--- config.mk ---
export PLATFORM = sky130hd
export DESIGN_NAME = ifu_fetch_flat
export DESIGN_NICKNAME = d
export VERILOG_FILES = /design/src/rtl/ifu_fetch_pkg.sv /design/src/rtl/ifu_fetch_if.sv /design/src/rtl/ifu_fetch_npc.sv /design/src/rtl/ifu_fetch.sv /design/src/flat_wrapper.sv
export SDC_FILE = /design/constraint.sdc
export NUM_CORES = 1
export LEC_CHECK = 0
export ABC_AREA = 1
export CAP_MARGIN = 20
export CORE_ASPECT_RATIO = 1.75
export CORE_MARGIN = 4
export CORE_UTILIZATION = 30
export CTS_CLUSTER_SIZE = 24
export DETAILED_ROUTE_END_ITERATION = 10
export GPL_ROUTABILITY_DRIVEN = 1
export HOLD_SLACK_MARGIN = 0.03
export PLACE_DENSITY_LB_ADDON = 0.08
export SLEW_MARGIN = 20
export SYNTH_ARGS = -nofsm -noshare
export SYNTH_HDL_FRONTEND = slang
export SYNTH_HIERARCHICAL = 1
export SYNTH_SLANG_ARGS = --single-unit
--- constraint.sdc ---
create_clock -name clk -period 3.4 [get_ports clk]
set_input_delay 0.51 -clock clk [delete_from_list [all_inputs] [get_ports clk]]
set_output_delay 0.51 -clock clk [all_outputs]
set_load 0.1 [all_outputs]
--- src/rtl/ifu_fetch_pkg.sv ---
// Shared definitions for the MIPS instruction fetch unit: next-PC select codes,
// fetch FSM states, instruction field positions and branch/jump target helpers.
package ifu_fetch_pkg;

    localparam logic [31:0] RESET_PC = 32'h0000_3000;

    typedef enum logic [1:0] {
        NPC_SEQ  = 2'b00,
        NPC_J    = 2'b01,
        NPC_BGTZ = 2'b10,
        NPC_BEQ  = 2'b11
    } npc_sel_t;

    typedef enum logic [1:0] {
        IDLE  = 2'b00,
        FETCH = 2'b01,
        ISSUE = 2'b10
    } fetch_state_t;

    localparam int OP_MSB     = 31;
    localparam int OP_LSB     = 26;
    localparam int FUNCT_MSB  = 5;
    localparam int FUNCT_LSB  = 0;
    localparam int IMM_MSB    = 15;
    localparam int IMM_LSB    = 0;
    localparam int INDEX_MSB  = 25;
    localparam int INDEX_LSB  = 0;

    localparam logic [5:0] OPC_RTYPE = 6'h00;
    localparam logic [5:0] OPC_J     = 6'h02;
    localparam logic [5:0] OPC_BEQ   = 6'h04;
    localparam logic [5:0] OPC_BGTZ  = 6'h07;

    // Word offset of a branch: sign-extended imm16 scaled by 4.
    function automatic logic [31:0] branch_offset(input logic [INDEX_MSB:0] index);
        return {{14{index[IMM_MSB]}}, index[IMM_MSB:IMM_LSB], 2'b00};
    endfunction

    // Jump target stays inside the 256 MB region of the delay-free pc + 4.
    function automatic logic [31:0] jump_target(input logic [31:0] pc_plus4,
                                                input logic [INDEX_MSB:0] index);
        return {pc_plus4[31:28], index[INDEX_MSB:INDEX_LSB], 2'b00};
    endfunction

endpackage

--- src/rtl/ifu_fetch_if.sv ---
// Instruction memory request/acknowledge bus between the fetch unit and imem.
interface ifu_fetch_if;

    logic        req;
    logic [31:0] addr;
    logic        ack;
    logic [31:0] rdata;

    modport master (
        output req,
        output addr,
        input  ack,
        input  rdata
    );

    modport slave (
        input  req,
        input  addr,
        output ack,
        output rdata
    );

endinterface

--- src/rtl/ifu_fetch_npc.sv ---
// Combinational next-PC calculation; only the low 26 instruction bits matter,
// since the opcode is already folded into the decoder's npc_sel.
module ifu_npc
    import ifu_fetch_pkg::*;
(
    input  logic [31:0] pc_plus4,
    input  logic [25:0] instr,
    input  logic [1:0]  npc_sel,
    input  logic        gtz_flag,
    output logic [31:0] npc
);

    logic [31:0] branch_target;
    logic [31:0] jump_addr;

    assign branch_target = pc_plus4 + branch_offset(instr);
    assign jump_addr     = jump_target(pc_plus4, instr);

    always_comb begin
        npc = pc_plus4;
        case (npc_sel_t'(npc_sel))
            NPC_SEQ:  npc = pc_plus4;
            NPC_J:    npc = jump_addr;
            NPC_BGTZ: npc = gtz_flag ? branch_target : pc_plus4;
            NPC_BEQ:  npc = branch_target;
            default:  npc = pc_plus4;
        endcase
    end

endmodule

--- src/rtl/ifu_fetch.sv ---
// Instruction fetch unit: holds the PC, fetches one word per instruction over the
// imem req/ack bus and applies the decoder's next-PC choice on commit.
// Define IFU_PERF_EN to add the retired-instruction counter port icount.
module ifu_fetch
    import ifu_fetch_pkg::*;
(
    input  logic               clk,
    input  logic               rst,
    ifu_fetch_if.master        imem,
    input  logic [1:0]         npc_sel,
    input  logic               gtz_flag,
    input  logic               commit,
    output logic [31:0]        instr,
    output logic [5:0]         op,
    output logic [5:0]         funct,
    output logic               instr_valid,
    output logic [31:0]        pc,
    output logic [31:0]        pc_plus4
`ifdef IFU_PERF_EN
    ,
    output logic [31:0]        icount
`endif
);

    fetch_state_t state;
    fetch_state_t state_next;
    logic         load_ir;
    logic         load_pc;
    logic [31:0]  npc;

    assign pc_plus4  = pc + 32'd4;
    assign imem.addr = pc;
    assign op        = instr[OP_MSB:OP_LSB];
    assign funct     = instr[FUNCT_MSB:FUNCT_LSB];

    ifu_npc u_npc (
        .pc_plus4 (pc_plus4),
        .instr    (instr[INDEX_MSB:INDEX_LSB]),
        .npc_sel  (npc_sel),
        .gtz_flag (gtz_flag),
        .npc      (npc)
    );

    always_ff @(posedge clk) begin
        if (!rst) begin
            state <= IDLE;
        end else begin
            state <= state_next;
        end
    end

    // Ack is only honoured while requesting and commit only while issuing,
    // so stray pulses in the other states leave everything untouched.
    always_comb begin
        state_next  = state;
        load_ir     = 1'b0;
        load_pc     = 1'b0;
        imem.req    = 1'b0;
        instr_valid = 1'b0;
        case (state)
            IDLE: begin
                state_next = FETCH;
            end
            FETCH: begin
                imem.req = 1'b1;
                if (imem.ack) begin
                    load_ir    = 1'b1;
                    state_next = ISSUE;
                end
            end
            ISSUE: begin
                instr_valid = 1'b1;
                if (commit) begin
                    load_pc    = 1'b1;
                    state_next = FETCH;
                end
            end
            default: begin
                state_next = IDLE;
            end
        endcase
    end

    always_ff @(posedge clk) begin
        if (!rst) begin
            pc    <= RESET_PC;
            instr <= '0;
        end else begin
            if (load_pc) begin
                pc <= npc;
            end
            if (load_ir) begin
                instr <= imem.rdata;
            end
        end
    end

`ifdef IFU_PERF_EN
    always_ff @(posedge clk) begin
        if (!rst) begin
            icount <= '0;
        end else if (load_pc) begin
            icount <= icount + 32'd1;
        end
    end
`endif

endmodule

--- src/flat_wrapper.sv ---
// flat-port wrapper written by rule: the top's interface ports become plain ports
module ifu_fetch_flat import ifu_fetch_pkg::*;
  (clk, rst, npc_sel, gtz_flag, commit, instr, op, funct, instr_valid, pc, pc_plus4, imem_req, imem_addr, imem_ack, imem_rdata);
  ifu_fetch_if imem_i ();
  input  logic clk;
  input  logic rst;
  input  logic [1:0] npc_sel;
  input  logic gtz_flag;
  input  logic commit;
  output logic [31:0] instr;
  output logic [5:0] op;
  output logic [5:0] funct;
  output logic instr_valid;
  output logic [31:0] pc;
  output logic [31:0] pc_plus4;
  output wire logic [$bits(imem_i.req)-1:0] imem_req;
  output wire logic [$bits(imem_i.addr)-1:0] imem_addr;
  input wire logic [$bits(imem_i.ack)-1:0] imem_ack;
  input wire logic [$bits(imem_i.rdata)-1:0] imem_rdata;
  assign imem_req = imem_i.req;
  assign imem_addr = imem_i.addr;
  assign imem_i.ack = imem_ack;
  assign imem_i.rdata = imem_rdata;
  ifu_fetch u_core (.clk(clk), .rst(rst), .imem(imem_i), .npc_sel(npc_sel), .gtz_flag(gtz_flag), .commit(commit), .instr(instr), .op(op), .funct(funct), .instr_valid(instr_valid), .pc(pc), .pc_plus4(pc_plus4));
endmodule
**After elaboration in Yosys (flattened, before gate mapping)**

Cells that the tools add are included.
Widths: inputs -> output; s select.

- Bits in writable memories: 0
- Bits in read-only memories: 0
- Bits in registers: 66
- Input port bits: 39
- Latch bits: 0
- Logic and storage cells: 26
- Memories: 0
- Output and inout bits: 142

- Shift operators: 0
- $add $sub $neg: 2
- Magnitude comparators: 0
- $mul: 0
- Bitwise logic cells: 0
- Multiplexer cells: 11
- Reductions and logical operators: 3
- Equality and inequality tests: 7
- Div/mod/pow operators: 0

Operator list:

| cell | count |
|---|---|
| $pmux 32 s4 | 1 |
| $add 32x3->32 const B | 1 |
| $add 32x32->32 | 1 |
| $mux 32 | 1 |
| $eq 2x2->1 const B | 3 |
| $mux 1 | 6 |
| $pmux 2 s3 | 1 |
| $eq 2x1->1 const B | 2 |
| $logic_not 2->1 | 2 |
| $mux 2 | 2 |
| $ne 2x2->1 const B | 2 |
| $reduce_and 2->1 | 1 |

**Depth between registers and ports, before layout**

Gate-level depths: netlist of run 1.

- Depth in word-level cells: 4
- Depth in mapped cells: 22
- Depth with buffers taken out: 22

**Hierarchy**

The synthesis of run 1 kept the hierarchy.

Modules (own cells, without submodules):

| module | area each (sq um) | instances | cells each | sequential area each (sq um) |
|---|---|---|---|---|
| ifu_fetch | 3,594.7 | 1 | 502 | 1,321.3 |
| ifu_npc | 2,934.1 | 1 | 602 | 0.0 |

**Worst setup path after synthesis of run 1**

Ideal clock, no wire load.

- Kind: reg-to-reg
- Start: register u_core.pc[2], in the netlist u_core/imem.addr[2]
- End: register u_core.pc[28], in the netlist u_core/imem.addr[28]
- Period minus slack after synthesis: 5.515 ns
- Buffers on the path: 0
- Required time: 3.278 ns
- Path slack: -2.115 ns
- Stages on the path, launching flop included: 19
- Setup time: 0.122 ns
- Data arrival time: 5.393 ns
- Path through: dfxtp_1 > inv_1 > nor2_4 > nand2_2 > nor2_4 > xor2_1 > ha_1 > nand2_1 > inv_1 > nand2_1 > nand2_1 > a21oi_1 > nor2_1 > nor2_1 > nand3_1 > nand3_1 > nand3_1 > o21ai_0 > a21oi_1

- Longest elaborated chain between the ends: 4

Ends and longest elaborated chain:

| item | RTL line | source |
|---|---|---|
| start: declaration | ifu_fetch.sv:17 | `output logic [31:0] pc,` |
| start signal: assignment | ifu_fetch.sv:90 | `pc <= npc;` |
| $add 32x3->32 (*) | ifu_fetch.sv:31 | `assign pc_plus4 = pc + 32'd4;` |
| named net pc_plus4[2] | flat_wrapper.sv:15 | `output logic [31:0] pc_plus4;` |
| $add 32x32->32 (*) | ifu_fetch_npc.sv:16 | `assign branch_target = pc_plus4 + branch_offset(instr);` |
| $mux 32 | ifu_fetch_npc.sv:24 | `NPC_BGTZ: npc = gtz_flag ? branch_target : pc_plus4;` |
| $pmux 32 s4 (*) | ifu_fetch_npc.sv:21 | `case (npc_sel_t'(npc_sel))` |
| named net u_core.npc[28] | ifu_fetch.sv:29 | `logic [31:0] npc;` |

The timed path passes the listed nets; every way through them passes the cells marked *.
A chain may end at the register's enable or synchronous reset.

**Worst setup path after layout of run 1**

- Start: register u_core.pc[3], in the netlist u_core/imem.addr[3]
- End: register u_core.pc[21], in the netlist u_core/imem.addr[21]

- Longest elaborated chain between the ends: 4

Ends and longest elaborated chain:

| item | RTL line |
|---|---|
| $add 32x3->32 (*) | ifu_fetch.sv:31 |
| $add 32x32->32 | ifu_fetch_npc.sv:16 |
| $mux 32 | ifu_fetch_npc.sv:24 |
| $pmux 32 s4 (*) | ifu_fetch_npc.sv:21 |
| named net u_core.npc[21] | ifu_fetch.sv:29 |

Marked as above.

==> summary.txt, run 1 <==
Floorplanning
  • Die W: approximately 120 µm
  • Die ar.: 24,300 µm²
  • CORE AREA: between 20,000 and 25,000 µm²
  • Row count: 71
  • Initial Util: 30.4%
  • Ports: 181
  • Die Y: 203 µm

Yosys
  • Synth Warn #: 6
  • Mapped Cells: 1,104
  • Ys async rst share: 0%
  • Mapped Area: 6530 µm²
  • Dominant cells by area after synthesis: nand2_1 (21%), dfxtp_1 (20%), a21oi_1 (7.5%), inv_1 (7.4%), nand3_1 (7.0%)
  • Seq/Total Area, Yosys: 20.2%
  • Synth area leader: nand2_1
  • Seq cells post-synth: 66
  • Synth Flop Type: dfxtp_1
  • Syn_nets: between 1,000 and 1,500
  • Unique masters post-synth: 37
  • Top-count cell post-synth: nand2_1
  • Post-synth top cells: nand2_1 (367), inv_1 (128), a21oi_1 (98), nand3_1 (91), nor2_1 (88)
  • Post-synth EDFFs: 0
  • Area share of the largest cell type after synthesis: 21.1%
  • Synthesized area per cell: between 5 and 6 µm²

Global routing
  • First-pass GRT wire length: 43.6 mm
  • Largest net degree at the start of global routing: 46
  • Initial antenna violation count: 0
  • Grt ovf: 0
  • Vias in the first global route: 7,589
  • Gr usage total: 23.6%

Final layout
  • Fraction of layout cells with a size suffix above 1: 19.2%
  • Fillers: 2,306
  • Final nets: 1,332
  • Post-route cell area: 9260 µm²
  • Diodes inserted: 0
  • Area grow syn2layout: 41.8%

Job
  • Number of max-cap violations: 0

Worst setup path
  • Crit path launch type: flip-flop
  • Slowest stage delay, CP: around 0.4 ns
  • R2R setup slack: 0.28 ns
  • Critical path required time: 3.68 ns
  • Critical path arrival: 3.40 ns
  • Worst Path Max Fanout: 5
  • Crit. End Element: flip-flop
  • Slowest cell on the critical path: dfxtp_2
  • CP Class: reg -> reg
  • Reg-to-Reg End: u_core/imem.addr[21]
  • Critical path, cell by cell: ha_4, nand2_2, nor2_8, nand2_2, nor2_4, xor2_4, ha_1, buf_4, nand2_1, nor2_2, inv_1, nor2_1, nand3b_1, nand4_1, nand3_1, a21oi_1, o21ai_0, a21oi_1
  • Crit. Startpoint: u_core/imem.addr[3]
  • Reg2Reg Depth: 18
  • R2r startpoint: u_core/imem.addr[3]

Route
  • Vias: 7,588
  • Antenna viol nets, final: 0
  • Pre-antenna DRT Iters: 5
  • Iter 0 DRT Violations: around 380
  • Final WL: a little under 30 mm
  • Via density: 4.87
  • Residual DRC: 0
  • Wirelength per Cell: 18.7 µm

CTS
  • Worst-path clk slew: 0.06 ns
  • H-tree Lvls: 3
  • Clk root buf: clkbuf_16
  • Clock Path Buffers: 2
  • Cts bufs inserted: 9
  • CTS tree: done
  • Clock Sink Count: 66
  • Clock latency at the later pin of the worst-skew pair: 0.35 ns

Worst hold path
  • Hold EP: u_core/instr[27]
  • HP Start: u_core/instr[27]
  • Type of the most critical hold path: reg -> reg
  • WHS Path Cells: 2

Timing
  • Setup TNS: 0 ns
  • Fmax: between 0.3 and 0.4 GHz
  • Tmin final: 3.12 ns
  • Fin. max-slew vios: 0
  • WHS: 0.481 ns
  • Final setup vio count: 0
  • Final cycle utilization of the critical path: 91.8%
  • Hold Fails Final Rpt: 0
  • Max_slew headroom: 32.6%
  • Clock Skew: 0.00895 ns
  • Worst-margin pin slew: slightly above 1 ns

Power
  • P_leak: 4.14 nW
  • Sequential power share: 30.8%
  • Clk pwr share: 37.6%
  • Switching portion of total power: 39.4%
  • Cell internal pwr: 1.67 mW
  • Logic pwr share: 31.6%
  • NetSw: 1.09 mW
  • Power per cell area: 297 nW/µm²
  • VDD IR max: 0.288 mV

Status
  • Status: complete, no violations

Place
  • Post-DP Area: 8870 µm²
  • Dpl hpwl: 24.1 mm
  • Port bufs: 180
  • RePlAce Congestion: 0.907
==> kinds of logic after synthesis <==
| kind of cell | synth area share [%] |
|---|---|
| and+or+nand+nor | 41.8 |
| buffers and inverters | 15.5 |
| AOI/OAI and AO/OA | 13.5 |
| DFF | 20.2 |
| adders and majority gates | 6.06 |
| xor gates and xnor gates | 2.93 |
==> worst max-delay path by stage <==
stage / slack, ns / cells after the start / endpoint
3_5_place_dp: 0.07 / 19 / u_core/imem.addr[23]
6_report: 0.28 / 18 / u_core/imem.addr[21]
4_1_cts: 0.03 / 20 / u_core/imem.addr[29]
3_3_place_gp: 0.1 / 19 / u_core/imem.addr[23]
2_1_floorplan: -0.44 / 18 / u_core/imem.addr[31]
5_1_grt: -0.0001 / 21 / u_core/imem.addr[25]
==> state kept, by name (all words and copies together) (netlist names) <==
name	flops
u_core/instr	32
u_core/imem.addr	32
u_core/state	2
==> final cells by class <==
type | count | area (µm²) | share of cell area [%]
well taps | 292 | 365 | 3.95
inverters | 133 | 503 | 5.43
flip-flops and latches | 66 | 1350 | 14.6
multi-input cells | 826 | 4710 | 50.8
clock buffers | 11 | 264 | 2.85
clock inverters | 5 | 57.6 | 0.622
repair buffers | 226 | 2010 | 21.7
==> critical path, delay by kind of cell, from the launching register on <==
| kind | cells | cell delay [ns] |
|---|---|---|
| AO/OA/AOI/OAI | 3 | 0.42 |
| XOR/XNOR | 1 | 0.11 |
| adder cells (fa/ha/maj) | 2 | 0.51 |
| buffers and inverters | 2 | 0.24 |
| flip-flops | 1 | 0.39 |
| AND/OR/NAND/NOR | 10 | 1.39 |
==> cell usage in the layout (no fill, tap or decap), types with 2 or more instances in the layout <==
cell,n
ha_4,8
nand3_1,91
or2_1,2
a21oi_2,5
nor2_1,84
clkinv_2,2
nand2_2,25
inv_2,7
a221oi_1,17
xor2_1,6
and2_1,3
nand2_1,348
dfxtp_1,49
nor3_1,2
nand4_1,7
a22o_1,2
clkdlybuf4s50_1,126
nor2_8,3
inv_1,125
o21ai_1,8
nand2_4,12
dfxtp_4,2
nand3_2,3
buf_4,100
xor2_4,14
nor2_4,14
nand3b_1,4
a21oi_1,94
o21ai_0,31
clkbuf_16,10
ha_1,21
inv_6,2
nor2_2,13
dfxtp_2,15
==> per-stage QoR <==
| stage | power, mW | setup slack (ns) | instances | util (%) |
|---|---|---|---|---|
| 2_1_floorplan | 1.50 | -0.442 | 1104 | - |
| 3_3_place_gp | 1.74 | 0.0966 | 1540 | 41.3 |
| 3_5_place_dp | 1.74 | 0.0669 | 1540 | 41.3 |
| 4_1_cts | 2.78 | 0.0322 | 1556 | 42.8 |
| 5_1_grt | 2.85 | -0.000127 | 1559 | 43.1 |
| 6_report | 2.75 | 0.279 | 1559 | 43.1 |
==> power by group through the flow <==
stage	combinational, mW	sequential, mW	clock [mW]
2_1_floorplan	0.459	1.04	0
5_1_grt	0.916	0.852	1.08
4_1_cts	0.874	0.849	1.06
3_3_place_gp	0.873	0.866	0
3_5_place_dp	0.872	0.866	0
6_report	0.871	0.847	1.04
==> layer usage <==
| layer | vias up | share of wire [%] | global-route usage [%] | routed length, µm |
|---|---|---|---|---|
| met1 | 3495 | 35 | 23.5 | 10100 |
| li1 | 3784 | - | - | - |
| met5 | - | 0 | 0 | 0 |
| met2 | 252 | 56 | 46.6 | 16200 |
| met3 | 57 | 4.2 | 3.14 | 1230 |
| met4 | 0 | 5.5 | 12.2 | 1600 |
==> what timing repair did <==
item                       in CTS  in global routing
resized for setup               0                 11
setup buffers                   0                  3
setup endpoints to repair       0                 13
hold buffers                    0                  0
(Power assumes the default switching activity.)
==> run 2: changes to the inputs <==
--- a/config.mk
+++ b/config.mk
@@ -5,7 +5,7 @@
 export SDC_FILE = /design/constraint.sdc
 export NUM_CORES = 1
 export LEC_CHECK = 0
-export ABC_AREA = 1
+export ABC_AREA = 0
 export CAP_MARGIN = 20
 export CORE_ASPECT_RATIO = 1.75
 export CORE_MARGIN = 4
@@ -18,5 +18,4 @@
 export SLEW_MARGIN = 20
 export SYNTH_ARGS = -nofsm -noshare
 export SYNTH_HDL_FRONTEND = slang
-export SYNTH_HIERARCHICAL = 1
 export SYNTH_SLANG_ARGS = --single-unit
==> summary.txt, run 2 <==
Status
  • Status: finished, violations left (was complete, no violations)
  • Failing checks: negative setup slack

Global routing
  • Grt ovf: 0 (unchanged)
  • Initial antenna violation count: 0 (unchanged)
  • Vias in the first global route: 6,792 (was 7,589)
  • First-pass GRT wire length: 36.3 mm (was 43.6 mm)
  • Largest net degree at the start of global routing: 33 (was 46)
  • Gr usage total: 23.4% (was 23.6%)

CTS
  • CTS tree: done (unchanged)
  • Cts bufs inserted: 9 (unchanged)
  • Clk root buf: clkbuf_16 (unchanged)
  • Worst-path clk slew: 0.07 ns (was 0.06 ns)
  • Clock latency at the later pin of the worst-skew pair: 0.34 ns (was 0.35 ns)
  • Clock Path Buffers: 2 (unchanged)
  • Clock Sink Count: 64 (was 66)
  • H-tree Lvls: 3 (unchanged)

Timing
  • Clock Skew: 0.0139 ns (was 0.00895 ns)
  • Worst-margin pin slew: 0.990 ns (was 1.01 ns)
  • PnR worst setup slack: -0.146 ns (was 0.279 ns)
  • Tmin final: 3.55 ns (was 3.12 ns)
  • Fin. max-slew vios: 0 (unchanged)
  • RSZ-0062 raised after global routing: yes
  • WHS: 0.480 ns (was 0.481 ns)
  • Final cycle utilization of the critical path: 104% (was 91.8%)
  • Hold Fails Final Rpt: 0 (unchanged)
  • Max_slew headroom: 33.8% (was 32.6%)
  • Fmax: 0.282 GHz (was 0.320 GHz)
  • Final setup vio count: 3 (was 0)

Floorplanning
  • Die ar.: 20,400 µm² (was 24,300 µm²)
  • Die W: 110 µm (was 120 µm)
  • Initial Util: 30.9% (was 30.4%)
  • Die Y: 186 µm (was 203 µm)
  • CORE AREA: 17,600 µm² (was 21,500 µm²)
  • Row count: 64 (was 71)
  • Ports: 181 (unchanged)

Route
  • Via density: 5.21 (was 4.87)
  • Pre-antenna DRT Iters: 6 (was 5)
  • Wirelength per Cell: 19.2 µm (was 18.7 µm)
  • Residual DRC: 0 (unchanged)
  • Final WL: 23.9 mm (was 29.1 mm)
  • Iter 0 DRT Violations: 221 (was 384)
  • Antenna viol nets, final: 0 (unchanged)
  • Vias: 6,499 (was 7,588)

Final layout
  • Area of the multi-input gates: 4460 µm² (was 4710 µm²)
  • Area grow syn2layout: 74.3% (was 41.8%)
  • Most frequent cells in the layout: buf_4 (245), nand2_1 (115), clkdlybuf4s50_1 (93), a21oi_1 (48), dfxtp_1 (43) (was nand2_1 (348), clkdlybuf4s50_1 (126), inv_1 (125), buf_4 (100), a21oi_1 (94))
  • Layout Cells excl Fill: 1,247 (was 1,559)
  • Max reg flops: 32
  • Post-route cell area: 9480 µm² (was 9260 µm²)
  • Commonest non-fill, non-tap cell in the layout: buf_4 (was nand2_1)
  • Top reg by flops: u_core.instr
  • FF/Latch Area: 1340 µm² (was 1350 µm²)
  • Fillers: 1,672 (was 2,306)
  • Final nets: 1,086 (was 1,332)
  • Diodes inserted: 0 (unchanged)
  • Fraction of layout cells with a size suffix above 1: 40.5% (was 19.2%)

Place
  • Post-DP Area: 8600 µm² (was 8870 µm²)
  • Port bufs: 174 (was 180)
  • Placed insts: 1,212 (was 1,540)
  • Dpl hpwl: 19.0 mm (was 24.1 mm)
  • RePlAce Congestion: 0.906 (was 0.907)

Yosys
  • Ys async rst share: 0% (unchanged)
  • Synth Flop Type: dfxtp_1 (unchanged)
  • Seq cells post-synth: 64 (was 66)
  • Synth Warn #: 0 (was 6)
  • Synth area leader: dfxtp_1 (was nand2_1)
  • Area share of the largest cell type after synthesis: 23.6% (was 21.1%)
  • Seq/Total Area, Yosys: 23.6% (was 20.2%)
  • Mapped Cells: 721 (was 1,104)
  • Dominant cells by area after synthesis: dfxtp_1 (24%), nand2_1 (8.2%), ha_1 (8.1%), buf_4 (7.0%), a21oi_1 (5.3%) (was nand2_1 (21%), dfxtp_1 (20%), a21oi_1 (7.5%), inv_1 (7.4%), nand3_1 (7.0%))
  • Unique masters post-synth: 71 (was 37)
  • Post-synth EDFFs: 0 (unchanged)
  • Synthesized area per cell: 7.54 µm² (was 5.91 µm²)
  • Mapped Area: 5440 µm² (was 6530 µm²)
  • Top-count cell post-synth: nand2_1 (unchanged)
  • Post-synth top cells: nand2_1 (119), dfxtp_1 (64), a21oi_1 (58), buf_4 (51), nor2_1 (40) (was nand2_1 (367), inv_1 (128), a21oi_1 (98), nand3_1 (91), nor2_1 (88))

Worst setup path
  • Crit path launch type: flip-flop (unchanged)
  • Critical path arrival: 3.80 ns (was 3.40 ns)
  • Reg-to-Reg End: u_core.imem.addr[31] (was u_core/imem.addr[21])
  • R2r startpoint: u_core.imem.addr[3] (was u_core/imem.addr[3])
  • CP Class: reg -> reg (unchanged)
  • Critical path required time: 3.65 ns (was 3.68 ns)
  • Reg2Reg Depth: 16 (was 18)
  • R2R setup slack: -0.15 ns (was 0.28 ns)
  • Worst Path Max Fanout: 4 (was 5)
  • Crit. End Element: flip-flop (unchanged)

Power
  • VDD IR max: 0.216 mV (was 0.288 mV)
  • Power per cell area: 267 nW/µm² (was 297 nW/µm²)
  • P_leak: 4.16 nW (was 4.14 nW)

Worst hold path
  • HP Start: u_core.instr[19] (was u_core/instr[27])
  • Hold EP: u_core.instr[19] (was u_core/instr[27])
  • WHS Path Cells: 2 (unchanged)
  • Type of the most critical hold path: reg -> reg (unchanged)

Job
  • Number of max-cap violations: 0 (unchanged)
-- run 2: layer usage --
metal | share of wire (%) | GRT usage (%)
met4 | 4.3 | 11.3
met3 | 3.4 | 2.26
met2 | 58 | 47.0
met1 | 34 | 22.9
met5 | 0 | 0
-- run 2: worst max-delay path: stages, from the launching register on --
cell and delay, ns:
dfxtp_4 0.37, ha_4 0.14, nand2_4 0.04, nor2_4 0.13, nand3_4 0.09, or4_4 0.49, or3_4 0.38, xnor2_4 0.17
ha_4 0.23, a21o_1 0.16, a21o_1 0.16, a221oi_2 0.23, a21boi_2 0.24, o21ai_1 0.11, xor2_1 0.16, and3_1 0.18
o31ai_1 0.19
-- run 2: worst max path at each step --
| stage | startpoint | to | cells past startpoint | slack [ns] |
|---|---|---|---|---|
| after detailed placement | u_core.imem.addr[2] | u_core.imem.addr[22] | 16 | -0.31 |
| after floorplan | u_core.imem.addr[2] | u_core.imem.addr[30] | 14 | -1.05 |
| after CTS | u_core.imem.addr[3] | u_core.imem.addr[31] | 16 | -0.13 |
| final | u_core.imem.addr[3] | u_core.imem.addr[31] | 16 | -0.15 |
| after global placement | u_core.imem.addr[2] | u_core.imem.addr[24] | 16 | -0.30 |
| after global routing | u_core.imem.addr[3] | u_core.imem.addr[28] | 17 | -0.26 |
-- run 2: logic make-up (layout without fill, tap and decap cells) --
group / count (synthesis) / count (layout) / synth area share [%]
adders and majority gates: 36 / 36 / 8.42
AOI/OAI and AO/OA: 210 / 210 / 25.3
DFF: 64 / 64 / 23.6
buffers and inverters: 97 / 387 / 10.9
xor gates and xnor gates: 48 / 48 / 7.87
muxes: 10 / 10 / 1.96
other: 1 / 6 / 0.0690
and+or+nand+nor: 255 / 255 / 21.9
-- run 2: power breakdown --
part           switching, mW  leakage [nW]  internal [mW]
Combinational          0.562          3.49          0.254
Clock                  0.402         0.136          0.514
Sequential            0.0309         0.532          0.766
Total                  0.995          4.16           1.53
-- run 2: repair_timing --
action / 4_1_cts / 5_1_grt
endpoints found under the setup margin: 13 / 17
pin swaps: 23 / 28
gates resized for setup: 43 / 48
hold buffers: 0 / 0
buffers inserted: 12 / 8
-- run 2: cell type report --
class                      count  share of cell area, %
clock buffer                  11                   2.56
sequential                    64                   14.1
timing repair buffer         358                   32.3
inverter                      13                  0.515
multi-input combinational    565                   47.1
tap                          231                   3.05
clock inverter                 5                  0.343
-- run 2: metrics by stage --
stage	util, %	setup TNS, ns	power, mW	setup WS [ns]
after floorplan	-	-12.82	1.36	-1.05
after global placement	48.8	-2.33	1.59	-0.302
after detailed placement	48.8	-2.01	1.60	-0.309
after CTS	52.2	-0.235	2.53	-0.129
after global routing	53.8	-1.81	2.62	-0.260
final	53.8	-0.196	2.53	-0.146
==> run 3: changes to the inputs <==
--- a/config.mk
+++ b/config.mk
@@ -15,6 +15,7 @@
 export GPL_ROUTABILITY_DRIVEN = 1
 export HOLD_SLACK_MARGIN = 0.03
 export PLACE_DENSITY_LB_ADDON = 0.08
+export SETUP_SLACK_MARGIN = 0.2
 export SLEW_MARGIN = 20
 export SYNTH_ARGS = -nofsm -noshare
 export SYNTH_HDL_FRONTEND = slang
==> summary.txt, run 3 (synthesized netlist as in run 2, its figures left out) <==
Timing
  • Clock Skew: 0.0121 ns (was 0.0139 ns)
  • Worst-margin pin slew: 1.00 ns (was 0.990 ns)
  • Tmin final: 3.51 ns (was 3.55 ns)
  • PnR worst setup slack: -0.109 ns (was -0.146 ns)
  • Fin. max-slew vios: 0 (unchanged)
  • WHS: 0.487 ns (was 0.480 ns)
  • RSZ-0062 raised after global routing: yes (unchanged)
  • Max_slew headroom: 33.0% (was 33.8%)
  • Fmax: 0.285 GHz (was 0.282 GHz)
  • Final setup vio count: 2 (was 3)
  • Final cycle utilization of the critical path: 103% (was 104%)
  • Hold Fails Final Rpt: 0 (unchanged)

Global routing
  • First-pass GRT wire length: 36.2 mm (was 36.3 mm)
  • Gr usage total: 23.5% (was 23.4%)
  • Grt ovf: 0 (unchanged)
  • Vias in the first global route: 6,722 (was 6,792)
  • Initial antenna violation count: 0 (unchanged)
  • Largest net degree at the start of global routing: 33 (unchanged)

CTS
  • CTS tree: done (unchanged)
  • Hold buffers post-CTS: 0 (unchanged)
  • Clock Sink Count: 64 (unchanged)
  • Cts bufs inserted: 9 (unchanged)
  • Clock Path Buffers: 2 (unchanged)
  • H-tree Lvls: 3 (unchanged)
  • Clk root buf: clkbuf_16 (unchanged)
  • Worst-path clk slew: 0.07 ns (about the same)
  • Clock latency at the later pin of the worst-skew pair: 0.34 ns (about the same)

Final layout
  • Layout Utilization: 55.1% (was 53.8%)
  • Top reg by flops: u_core.instr (unchanged)
  • Most frequent cells in the layout: buf_4 (252), nand2_1 (113), clkdlybuf4s50_1 (95), a21oi_1 (51), dfxtp_1 (43) (was buf_4 (245), nand2_1 (115), clkdlybuf4s50_1 (93), a21oi_1 (48), dfxtp_1 (43))
  • Final nets: 1,094 (was 1,086)
  • Max reg flops: 32 (unchanged)
  • Diodes inserted: 0 (unchanged)
  • Fillers: 1,672 (unchanged)
  • Commonest non-fill, non-tap cell in the layout: buf_4 (unchanged)
  • Area grow syn2layout: 78.4% (was 74.3%)
  • Fraction of layout cells with a size suffix above 1: 41.9% (was 40.5%)

Floorplanning
  • Die ar.: 20,400 µm² (unchanged)
  • Die Y: 186 µm (unchanged)
  • CORE AREA: 17,600 µm² (unchanged)
  • Row count: 64 (unchanged)
  • Ports: 181 (unchanged)
  • Die W: 110 µm (unchanged)
  • Initial Util: 30.9% (unchanged)

Worst setup path
  • CP Class: reg -> reg (unchanged)
  • Top cell by count, worst path: a21o_1
  • Slowest cell on the critical path: or4_4 (unchanged)
  • Crit path buf inv count: 0 (unchanged)
  • Kind of cell adding the most delay to the critical path: simple AND/OR/NAND/NOR gates (unchanged)
  • Critical path required time: 3.65 ns (about the same)
  • Crit path launch type: flip-flop (unchanged)
  • Critical path arrival: 3.76 ns (was 3.80 ns)
  • Slowest stage delay, CP: 0.62 ns (was 0.49 ns)
  • Worst Path Max Fanout: 4 (unchanged)
  • Crit. End Element: flip-flop (unchanged)
  • Critical path, cell by cell: nand4_1, or4_4, or3_4, xnor2_4, ha_4, a21o_1, a21o_1, a221oi_2, a21boi_2, o21ai_1, xor2_1, and3_1, o31ai_1 (was ha_4, nand2_4, nor2_4, nand3_4, or4_4, or3_4, xnor2_4, ha_4, a21o_1, a21o_1, a221oi_2, a21boi_2, o21ai_1, xor2_1, and3_1, o31ai_1)

Place
  • Port bufs: 174 (unchanged)
  • RePlAce Congestion: 0.907 (was 0.906)
  • Pre-CTS WS: -0.340 ns (was -0.309 ns)
  • Dpl hpwl: 19.1 mm (was 19.0 mm)

Route
  • Via density: 5.14 (was 5.21)
  • Wirelength per Cell: 19.2 µm (about the same)
  • Residual DRC: 0 (unchanged)
  • Pre-antenna DRT Iters: 5 (was 6)
  • Antenna viol nets, final: 0 (unchanged)
  • Iter 0 DRT Violations: 293 (was 221)
  • Vias: 6,454 (was 6,499)
  • Final WL: 24.1 mm (was 23.9 mm)

Power
  • Power per cell area: 273 nW/µm² (was 267 nW/µm²)
  • VDD IR max: 0.263 mV (was 0.216 mV)
  • P_leak: 4.25 nW (was 4.16 nW)
  • Total power: 2.65 mW (was 2.53 mW)

Status
  • Status: finished, violations left (unchanged)
  • Failing checks: negative setup slack (unchanged)

Worst hold path
  • Type of the most critical hold path: reg -> reg (unchanged)

Job
  • Number of max-cap violations: 0 (unchanged)
run 3: cell count changes in the layout (fill, tap and decap cells not counted), sizes merged:
cell and change:
clkdlybuf4s50 +2, bufinv +1, buf +6, clkinvlp -1
run 3: worst register-to-register path: stages, from the launching register on:
cell and delay (ns):
dfxtp_4 0.34, nand4_1 0.24, or4_4 0.62, or3_4 0.38, xnor2_4 0.19, ha_4 0.23, a21o_1 0.16, a21o_1 0.17
a221oi_2 0.22, a21boi_2 0.24, o21ai_1 0.11, xor2_1 0.15, and3_1 0.17, o31ai_1 0.19
run 3: path summary, 6_finish.rpt:
path / cells after the start / slack [ns] / to / startpoint
worst max-delay path: 13 / -0.11 / u_core.imem.addr[31] / u_core.imem.addr[13]
worst min-delay path: 2 / 0.49 / u_core.instr[22] / u_core.instr[22]
worst min register to register: 2 / 0.49 / u_core.instr[22] / u_core.instr[22]
worst max register to register: 13 / -0.11 / u_core.imem.addr[31] / u_core.imem.addr[13]
run 3: area by class of cell:
| type | instances | area (µm²) | share of cell area [%] |
|---|---|---|---|
| multi-input cells | 565 | 4570 | 47.1 |
| repair buffers | 366 | 3130 | 32.2 |
| flip-flops and latches | 64 | 1340 | 13.8 |
| well taps | 231 | 289 | 2.98 |
| clock buffers | 11 | 264 | 2.72 |
| clock inverters | 5 | 61.3 | 0.632 |
| inverters | 13 | 51.3 | 0.529 |
run 3: through the flow:
step                std cells  instance area [µm²]  TNS [ns]
floorplan                 726                 6010    -12.82
global placement         1218                 8680     -1.80
detailed placement       1218                 8680     -1.81
CTS                      1246                 9480   -0.0642
global route             1255                 9700    -0.775
finish                   1255                 9700    -0.182
run 3: routing by layer:
layer  up-vias  global-route usage [%]  wire length, µm
li1       3113                       -                -
met1      3078                    23.1             8170
met2       203                    45.8            13600
met3        60                    2.99              988
met4         0                    13.4             1280
met5         -                       0                0
run 3: what timing repair did:
action	in CTS	in global routing
setup endpoints to repair	20	23
pin swaps	41	20
setup buffers	12	9
gates resized for setup	75	30
run 3: power breakdown:
part           leakage (nW)  switching, mW  internal [mW]
Sequential            0.532         0.0328          0.766
Clock                 0.161          0.394          0.637
Combinational          3.56          0.562          0.256
